<file path="src/rtl/m_mem_ctrl_pkg.sv">
// Shared access-width codes, controller state codes and byte-lane helpers
// for the M-stage data-memory controller.
package m_mem_ctrl_pkg;

  localparam logic [2:0] DM_w  = 3'd0;
  localparam logic [2:0] DM_h  = 3'd1;
  localparam logic [2:0] DM_hu = 3'd2;
  localparam logic [2:0] DM_b  = 3'd3;
  localparam logic [2:0] DM_bu = 3'd4;

  localparam logic [1:0] IDLE = 2'd0;
  localparam logic [1:0] BUSY = 2'd1;
  localparam logic [1:0] DONE = 2'd2;

  function automatic logic dmop_legal(input logic [2:0] op);
    logic ok;
    case (op)
      DM_w, DM_h, DM_hu, DM_b, DM_bu: ok = 1'b1;
      default:                        ok = 1'b0;
    endcase
    return ok;
  endfunction

  function automatic logic misaligned(input logic [2:0] op, input logic [1:0] lo);
    logic bad;
    case (op)
      DM_w:        bad = (lo != 2'b00);
      DM_h, DM_hu: bad = lo[0];
      default:     bad = 1'b0;
    endcase
    return bad;
  endfunction

  // Loads always fetch the whole word; stores enable only the written lanes.
  function automatic logic [3:0] lane_be(input logic [2:0] op, input logic we,
                                         input logic [1:0] lo);
    logic [3:0] be;
    if (!we) begin
      be = 4'b1111;
    end else begin
      case (op)
        DM_h, DM_hu: be = lo[1] ? 4'b1100 : 4'b0011;
        DM_b, DM_bu: be = 4'b0001 << lo;
        default:     be = 4'b1111;
      endcase
    end
    return be;
  endfunction

  function automatic logic [31:0] lane_wdata(input logic [2:0] op, input logic [31:0] wdata);
    logic [31:0] rep;
    case (op)
      DM_h, DM_hu: rep = {2{wdata[15:0]}};
      DM_b, DM_bu: rep = {4{wdata[7:0]}};
      default:     rep = wdata;
    endcase
    return rep;
  endfunction

endpackage

</file>
<file path="src/rtl/m_ld_ext.sv">
// Load extension: selects the addressed halfword/byte lane of a bus word
// and sign- or zero-extends it according to the access code.
module m_ld_ext
  import m_mem_ctrl_pkg::*;
(
  input  logic [1:0]  Addr,
  input  logic [31:0] Data,
  input  logic [2:0]  DMOp,
  output logic [31:0] DOut
);

  logic [15:0] half_s;
  logic [7:0]  byte_s;

  always_comb begin
    half_s = Addr[1] ? Data[31:16] : Data[15:0];
    case (Addr)
      2'd0:    byte_s = Data[7:0];
      2'd1:    byte_s = Data[15:8];
      2'd2:    byte_s = Data[23:16];
      default: byte_s = Data[31:24];
    endcase
    case (DMOp)
      DM_h:    DOut = {{16{half_s[15]}}, half_s};
      DM_hu:   DOut = {16'h0000, half_s};
      DM_b:    DOut = {{24{byte_s[7]}}, byte_s};
      DM_bu:   DOut = {24'h00_0000, byte_s};
      default: DOut = Data;
    endcase
  end

endmodule

</file>
<file path="src/rtl/m_mem_ctrl.sv">
// M-stage data-memory controller: turns one load/store into a req/ready bus
// transaction, stalls the pipe while it is outstanding, registers the result.
module m_mem_ctrl
  import m_mem_ctrl_pkg::*;
#(
  parameter logic [31:0] DM_BASE  = 32'h0000_0000,
  parameter logic [31:0] DM_SIZE  = 32'h0000_3000,
  parameter int unsigned MAX_WAIT = 15
) (
  input  logic        clk,
  input  logic        reset,
  input  logic        m_valid,
  input  logic        m_we,
  input  logic [2:0]  DMOp,
  input  logic [31:0] Addr,
  input  logic [31:0] WData,
  input  logic        flush,
  input  logic        pipe_en,
  output logic        stall,
  output logic [31:0] rd_data,
  output logic        done,
  output logic        exc_adel,
  output logic        exc_ades,
  output logic        bus_err,
  output logic        mem_req,
  output logic        mem_we,
  output logic [31:0] mem_addr,
  output logic [3:0]  mem_be,
  output logic [31:0] mem_wdata,
  input  logic [31:0] mem_rdata,
  input  logic        mem_ready
);

  localparam int unsigned WCW = (MAX_WAIT < 1) ? 1 : $clog2(MAX_WAIT + 1);
  localparam logic [WCW-1:0] WAIT_LIM = WCW'(MAX_WAIT);

  logic [1:0]     state_q, state_d;
  logic [31:0]    rd_data_q, rd_data_d;
  logic           done_q, done_d;
  logic           bus_err_q, bus_err_d;
  logic           mem_req_q, mem_req_d;
  logic           mem_we_q, mem_we_d;
  logic [31:0]    mem_addr_q, mem_addr_d;
  logic [3:0]     mem_be_q, mem_be_d;
  logic [31:0]    mem_wdata_q, mem_wdata_d;
  logic [2:0]     op_q, op_d;
  logic [1:0]     lo_q, lo_d;
  logic [WCW-1:0] wait_cnt_q, wait_cnt_d;
  logic           drop_q, drop_d;

  logic [32:0]    offset_s;
  logic           in_win_s;
  logic           bad_s;
  logic           accept_s;
  logic           drop_now_s;
  logic [31:0]    ext_s;

  m_ld_ext u_ld_ext (
    .Addr (lo_q),
    .Data (mem_rdata),
    .DMOp (op_q),
    .DOut (ext_s)
  );

  // Borrow out of the 33-bit subtraction flags addresses below the window.
  always_comb begin
    offset_s = {1'b0, Addr} - {1'b0, DM_BASE};
    in_win_s = !offset_s[32] && (offset_s[31:0] < DM_SIZE);
    bad_s    = !dmop_legal(DMOp) || misaligned(DMOp, Addr[1:0]) || !in_win_s;
    accept_s = (state_q == IDLE) && m_valid && !bad_s && !flush;
  end

  assign stall     = accept_s || (state_q == BUSY);
  assign exc_adel  = (state_q == IDLE) && m_valid && !m_we && bad_s && !flush;
  assign exc_ades  = (state_q == IDLE) && m_valid &&  m_we && bad_s && !flush;
  assign rd_data   = rd_data_q;
  assign done      = done_q;
  assign bus_err   = bus_err_q;
  assign mem_req   = mem_req_q;
  assign mem_we    = mem_we_q;
  assign mem_addr  = mem_addr_q;
  assign mem_be    = mem_be_q;
  assign mem_wdata = mem_wdata_q;

  // Next-state and datapath for the IDLE/BUSY/DONE access sequencer.
  always_comb begin
    state_d     = state_q;
    rd_data_d   = rd_data_q;
    done_d      = done_q;
    bus_err_d   = 1'b0;
    mem_req_d   = mem_req_q;
    mem_we_d    = mem_we_q;
    mem_addr_d  = mem_addr_q;
    mem_be_d    = mem_be_q;
    mem_wdata_d = mem_wdata_q;
    op_d        = op_q;
    lo_d        = lo_q;
    wait_cnt_d  = wait_cnt_q;
    drop_d      = drop_q;
    drop_now_s  = drop_q || flush;
    case (state_q)
      IDLE: begin
        if (accept_s) begin
          state_d     = BUSY;
          mem_req_d   = 1'b1;
          mem_we_d    = m_we;
          mem_addr_d  = {Addr[31:2], 2'b00};
          mem_be_d    = lane_be(DMOp, m_we, Addr[1:0]);
          mem_wdata_d = lane_wdata(DMOp, WData);
          op_d        = DMOp;
          lo_d        = Addr[1:0];
          wait_cnt_d  = {WCW{1'b0}};
          drop_d      = 1'b0;
        end else begin
          state_d = IDLE;
        end
      end
      BUSY: begin
        drop_d = drop_now_s;
        // A flushed access still finishes on the bus; only its result is dropped.
        if (mem_ready) begin
          mem_req_d  = 1'b0;
          wait_cnt_d = {WCW{1'b0}};
          drop_d     = 1'b0;
          if (drop_now_s) begin
            state_d = IDLE;
          end else begin
            state_d = DONE;
            done_d  = 1'b1;
            if (!mem_we_q) begin
              rd_data_d = ext_s;
            end else begin
              rd_data_d = rd_data_q;
            end
          end
        end else if (wait_cnt_q == WAIT_LIM) begin
          mem_req_d  = 1'b0;
          wait_cnt_d = {WCW{1'b0}};
          drop_d     = 1'b0;
          bus_err_d  = 1'b1;
          rd_data_d  = 32'h0000_0000;
          if (drop_now_s) begin
            state_d = IDLE;
          end else begin
            state_d = DONE;
            done_d  = 1'b1;
          end
        end else begin
          wait_cnt_d = wait_cnt_q + {{(WCW-1){1'b0}}, 1'b1};
        end
      end
      DONE: begin
        if (flush || pipe_en) begin
          state_d = IDLE;
          done_d  = 1'b0;
        end else begin
          state_d = DONE;
        end
      end
      default: begin
        state_d   = IDLE;
        done_d    = 1'b0;
        mem_req_d = 1'b0;
      end
    endcase
  end

  // State and output registers with synchronous reset.
  always_ff @(posedge clk) begin
    if (reset) begin
      state_q     <= IDLE;
      rd_data_q   <= 32'h0000_0000;
      done_q      <= 1'b0;
      bus_err_q   <= 1'b0;
      mem_req_q   <= 1'b0;
      mem_we_q    <= 1'b0;
      mem_addr_q  <= 32'h0000_0000;
      mem_be_q    <= 4'b0000;
      mem_wdata_q <= 32'h0000_0000;
      op_q        <= 3'd0;
      lo_q        <= 2'd0;
      wait_cnt_q  <= {WCW{1'b0}};
      drop_q      <= 1'b0;
    end else begin
      state_q     <= state_d;
      rd_data_q   <= rd_data_d;
      done_q      <= done_d;
      bus_err_q   <= bus_err_d;
      mem_req_q   <= mem_req_d;
      mem_we_q    <= mem_we_d;
      mem_addr_q  <= mem_addr_d;
      mem_be_q    <= mem_be_d;
      mem_wdata_q <= mem_wdata_d;
      op_q        <= op_d;
      lo_q        <= lo_d;
      wait_cnt_q  <= wait_cnt_d;
      drop_q      <= drop_d;
    end
  end

endmodule
</file>
<file path="config.mk">
export PLATFORM = sky130hd
export DESIGN_NAME = m_mem_ctrl
export DESIGN_NICKNAME = d
export VERILOG_FILES = /design/src/rtl/m_mem_ctrl_pkg.sv /design/src/rtl/m_ld_ext.sv /design/src/rtl/m_mem_ctrl.sv
export SDC_FILE = /design/constraint.sdc
export NUM_CORES = 1
export LEC_CHECK = 0
export BUFFER_PORTS_ARGS = -buffer_cell sky130_fd_sc_hd__buf_2
export CORE_MARGIN = 3
export CORE_UTILIZATION = 49
export DETAILED_ROUTE_END_ITERATION = 10
export PLACE_DENSITY = 0.76
export SYNTH_ARGS = -nofsm -noshare
export SYNTH_HDL_FRONTEND = slang
export SYNTH_SLANG_ARGS = --single-unit
</file>
<file path="constraint.sdc">
create_clock -name clk -period 2.48 [get_ports clk]
set_input_delay 0.248 -clock clk [delete_from_list [all_inputs] [get_ports clk]]
set_output_delay 0.248 -clock clk [all_outputs]
set_load 0.01 [all_outputs]
</file>
# == After elaboration in Yosys (flattened, before gate mapping) ==
# Cells that the tools add are included.
# Widths: inputs -> output; s select.
# totals
inputBits,106
wordCells,108
register_bits,114
output_inout_bits,107
# op_classes
n_reduce_logical,34
add_sub_neg,1
n_eq_ne,18
n_lt_le_gt_ge,1
n_shift,1
muxes,37
bitwise,3
# ops
op,n
$mux 32,4
$pmux 32 s4,1
$pmux 32 s2,1
$lt 32x14->1 const B,1
$pmux 8 s3,1
$mux 4,5
$mux 16,1
$pmux 4 s2,2
$mux 1,13
$eq 3x2->1 const B,4
$logic_and 1x1->1,9
$mux 2,4
$ne 2x2->1 const B,4
$eq 3x1->1 const B,2
$eq 3x3->1 const B,2
$pmux 1 s3,2
$pmux 2 s3,1
$reduce_and 3->1,2
$reduce_bool 2->1,3
$logic_not 1->1,5
$logic_or 1x1->1,5
$reduce_or 5->1,1
$add 4x1->4 const B,1
$eq 2x1->1 const B,2
other kinds (12),19

# == Logic depth before layout (Yosys ltp) ==
# logic_depth
word_depth,11
mapped_depth,9

# == Hierarchy ==
# From an unflattened synthesis, not the netlist that was laid out.
# hier_totals
hier_cells,761
area_unflattened_um2,6563.8
# by_module_without_submodules
mod,seq_area_each_um2,cells_per_inst,area_per_inst_um2,n_inst
m_mem_ctrl,2282.2,610,5422.7,1
m_ld_ext,0.0,151,1141.1,1

# == Least setup slack after synthesis ==
# Ideal clock, no wire load.
# synth_timing
path_type,register to register
startpoint,register state_q[0]
endpoint,register mem_addr_q[5] (netlist: mem_addr[5])
slack_ps,436
t_arrival_ps,1912
setup_ps,132
required_time_ps,2348
stages_incl_launch_ff,8
path_buffers,3
path_cell_list,dfxtp_1 > or4b_1 > buf_2 > or4_4 > buf_6 > buf_6 > nand2_1 > a21oi_1
# synth_via
elab_chain_len,5
# synth_lines
element,line_no,text
"start, declared",m_mem_ctrl.sv:37,"logic [1:0] state_q, state_d;"
"start signal, assigned",m_mem_ctrl.sv:185,state_q <= state_d;
$logic_not 2->1 (*),"m_mem_ctrl.sv:70, m_mem_ctrl.sv:101",
$logic_and 1x1->1 (3 in a row),m_mem_ctrl.sv:70,accept_s = (state_q == IDLE) && m_valid && !bad_s && !flush;
$reduce_and 2->1 (no line) (*),n/a,
"end signal, assigned",m_mem_ctrl.sv:191,mem_addr_q <= mem_addr_d;
"end, declared",m_mem_ctrl.sv:43,"logic [31:0] mem_addr_q, mem_addr_d;"
# Mark *: on every way between the ends. The rest lies on a longest branch, timed or not.
# A chain may end at the register's enable or synchronous reset.

# == Worst setup path in the final report ==
# layout_timing
startpoint,register state_q[1]
endpoint,output port stall
# layout_via
elab_chain_len,5
word_cells_on_any_way,6
# layout_lines
element,line_no,text
$logic_not 2->1,m_mem_ctrl.sv:70,
$logic_and 1x1->1 (3 in a row),m_mem_ctrl.sv:70,
$logic_or 1x1->1 (*),m_mem_ctrl.sv:73,assign stall = accept_s || (state_q == BUSY);
"end, declared",m_mem_ctrl.sv:19,"output logic stall,"
# Marked as above.

==> run summary <==
================================================================================
Share of the synthesized area in the top cell type ................        40.7%
Die Ht ............................................................       113 um
Unrepaired setup endpoints after global routing ...................           no
Overall die width .................................................       113 um
ANT cells .........................................................            0
First-pass iteration count of the detailed router .................            5
Bufs on Longest Clock Path ........................................            2
FP Rows ...........................................................           38
Crit path capture type ............................................  output port
Ordered list of cells on the worst path ........................... or4b_4 > or4_4 > nand2_1 > buf_2
Synth async-reset ratio ...........................................           0%
Remaining routing DRC violations ..................................            0
Slew HR ...........................................................        18.4%
Final hold viol count .............................................            0
Global-route wire length before repair ............................      27.9 mm
Synth unique cells ................................................           60
Hold path depth ...................................................            3
CP Data Required Time .............................................      2230 ps
Clock Skew ........................................................      7.74 ps
Worst Path Class, Setup ...........................................      reg2out
Final Wtd Congestion ..............................................        0.876
Origin of the critical flop-to-flop path ..........................      op_q[0]
Final worst setup slack ...........................................      54.4 ps
Combinational group share of total power ..........................         7.5%
Cell-internal power ...............................................      3.49 mW
Worst supply voltage drop on vdd ..................................   0.000400 V
Count of flip-flops with a built-in enable after synthesis ........            0
Start point of the worst hold path ................................      Addr[6]
Number of antenna violations at the first check in global routing .            1
H-tree depth ......................................................            4
Mean number of vias per cell ......................................         5.75
Filler cell count in the final layout .............................          920
Core region area .................................................. 11,000 sq um
Post-layout minimum cycle time ....................................      2430 ps
Dominant register cell in the synthesized netlist ................. sky130_fd_sc_hd__dfxtp_1
Count of hold-fix buffers inserted at cts .........................            0
Non-filler instance count after layout ............................        1,039
Number of instances in the synthesized netlist ....................          681
Share of power burned in the clock network ........................        53.0%
Register bit count reported by yosys ..............................          114
Endpoint of the worst register-to-register path ...................  rd_data[16]
Fraction of layout instances using a drive strength above 1 .......        32.9%
Total standard cell area after synthesis ..........................   5600 sq um
Buffers plus inverters on the worst setup path ....................            1
Outcome ........................................................... finished, final reports clean
Total clock sinks .................................................          114
Vias in the first global route ....................................        5,531
1st-iter DRT viols ................................................          366
Total Routed Length ...............................................      17.4 mm
Number of max-cap violations ......................................            0
Post-route clock period utilization ...............................        97.8%
Total number of yosys warnings ....................................            0
Sort of element at the start of the critical path .................         flop
Power per standard cell area ......................................  627 nW/um^2
Transition at the pin with the smallest max-transition slack ......      1220 ps
Worst path max stage delay ........................................       590 ps
Reg clk slew, reported paths ......................................        60 ps
Maximum fanout encountered on the critical timing path ............            7
Clock latency on the worst-skew pair ..............................       420 ps
Net switching share of the total power ............................        24.8%
P_leak ............................................................      3.27 nW
Part of the power in registers ....................................        39.5%
Largest net degree at the start of global routing .................           38
Layout area overhead ..............................................        32.1%
Initial Utilization ...............................................        51.0%
Number of top-level pins ..........................................          213
Synth top area cells .............................................. sky130_fd_sc_hd__dfxtp_1 (41%), sky130_fd_sc_hd__nand2_1 (7.5%), sky130_fd_sc_hd__a21oi_1 (4.8%)
Root buffer selected by CTS ....................................... sky130_fd_sc_hd__clkbuf_16
Total cell area at the placement stage ............................   6780 sq um
Summed area of non-filler cells in the final layout ...............   7400 sq um
Most common library cell in the layout ignoring fill and taps ..... sky130_fd_sc_hd__buf_2
DP Worst Slack ....................................................       173 ps
DPL Wire Length ...................................................      12.9 mm
Slowest cell on the critical path ................................. sky130_fd_sc_hd__or4_4
I/O Buffers .......................................................          210
Vias post-DR ......................................................        5,979
TritonCTS Buffers .................................................           17
Leading area contributor after synthesis .......................... sky130_fd_sc_hd__dfxtp_1
Final total negative setup slack ..................................         0 ps
Number of nets in the final layout ................................          993
Die outline area .................................................. 12,800 sq um
GR Overflow Total .................................................            0
Worst Hold Endpoint ...............................................  mem_addr[6]
Mean instance size in the synthesized netlist .....................   8.23 sq um
Delay-heaviest family, CP ......................................... simple AND/OR/NAND/NOR gates
Part of the Yosys area used for sequential elements ...............        40.7%
Cell count after placement ........................................        1,005
Average wire per standard cell ....................................      16.8 um
WHS ...............................................................      71.0 ps
Reg2Reg Setup Slack ...............................................       310 ps
Count of endpoints failing setup in the final report ..............            0
Slew Viols, Final .................................................            0
Switching Power ...................................................      1.15 mW
Remaining antenna violation count after routing ...................            0
CTS tree ..........................................................         done
Worst R2R Path Depth ..............................................            4
Overall track demand over capacity in global routing ..............        26.9%
Highest clock rate ................................................      412 MHz
Highest-count cells in the layout ignoring fill and taps .......... sky130_fd_sc_hd__buf_2 (210), sky130_fd_sc_hd__dfxtp_1 (113), sky130_fd_sc_hd__nand2_1 (112), sky130_fd_sc_hd__nor2_1 (58), sky130_fd_sc_hd__a21oi_1 (54)
Hold Path Class ...................................................       in2reg
CP arrival ........................................................      2180 ps
================================================================================
## how the worst max path moves through the flow
stage,end,slack (ps),cells after the start,from
4_1_cts,stall,40,4,state_q[0]
3_3_place_gp,mem_addr[9],240,7,Addr[13]
5_1_grt,stall,10,4,state_q[1]
2_1_floorplan,mem_addr[5],440,7,state_q[0]
6_report,stall,50,4,state_q[1]
3_5_place_dp,mem_wdata[4],170,7,Addr[13]
## power groups by stage
stage / clock [mW] / sequential (mW) / combinational [mW]
after global routing: 2.58 / 1.83 / 0.383
after detailed placement: 0 / 1.87 / 0.342
final: 2.46 / 1.83 / 0.350
after floorplan: 0 / 1.87 / 0.177
after global placement: 0 / 1.87 / 0.334
after CTS: 2.49 / 1.83 / 0.344
## cells by family after synthesis
family | after synthesis | synth area share, %
simple gates | 252 | 21.7
compound gates | 221 | 25.6
flops | 114 | 40.7
buf+inv | 56 | 4.85
mux | 31 | 5.94
fa+ha+maj | 4 | 0.759
xor+xnor | 2 | 0.313
other cells | 1 | 0.0669
## per-layer routing
layer	up-vias	wire, um	global-route usage (%)
met2	257	8240	43.8
met3	35	1360	7.22
met5	-	7	0
met1	2814	7540	35.2
met4	2	281	8.09
li1	2871	-	-
## timing repair
item	CTS	global route
pin swaps	1	1
resized for setup	0	3
setup endpoints to repair	1	2
buffers inserted	0	2
## state kept, by name, summed over array words and instances (netlist names)
name	flops
mem_we	1
mem_wdata	32
wait_cnt_q	4
mem_addr	30
op_q	3
done	1
bus_err	1
rd_data	32
drop_q	1
mem_req	1
state_q	2
lo_q	2
mem_be	4
## worst reg2reg max path, cell delays in order, from the launching register on
cell                      delay [ps]
sky130_fd_sc_hd__dfxtp_1         660
sky130_fd_sc_hd__nor2_1          180
sky130_fd_sc_hd__xnor2_1         970
sky130_fd_sc_hd__nor2_1          100
sky130_fd_sc_hd__o21ai_0         190
## synth_stat cells, drive strengths merged (5+ instances only)
library cell	n
a211oi	18
a21o	5
a21oi	54
a221oi	10
a22o	7
a22oi	8
a2bb2oi	13
and2	21
buf	24
clkbuf	25
dfxtp	114
inv	7
mux2	8
mux2i	22
nand2	112
nand3	5
nor2	60
nor2b	5
nor3	10
nor4	6
o211ai	22
o21ai	50
o22ai	15
or3b	10
## cell type report
class                   instances  area [sq um]  share of cell area [%]
well taps                     140           175                    2.37
flip-flops and latches        114          2280                    30.9
clock buffers                  17           425                    5.75
inverters                       7          26.3                   0.355
multi-input cells             512          3060                    41.4
clock inverters                15           173                    2.33
repair buffers                234          1260                    17.0
## metrics by stage
stage               power (mW)  util, %
floorplan                 2.05        -
global placement          2.21     61.7
detailed placement        2.21     61.7
CTS                       4.67     67.1
global route              4.80     67.4
finish                    4.64     67.4
(Power assumes the default switching activity.)
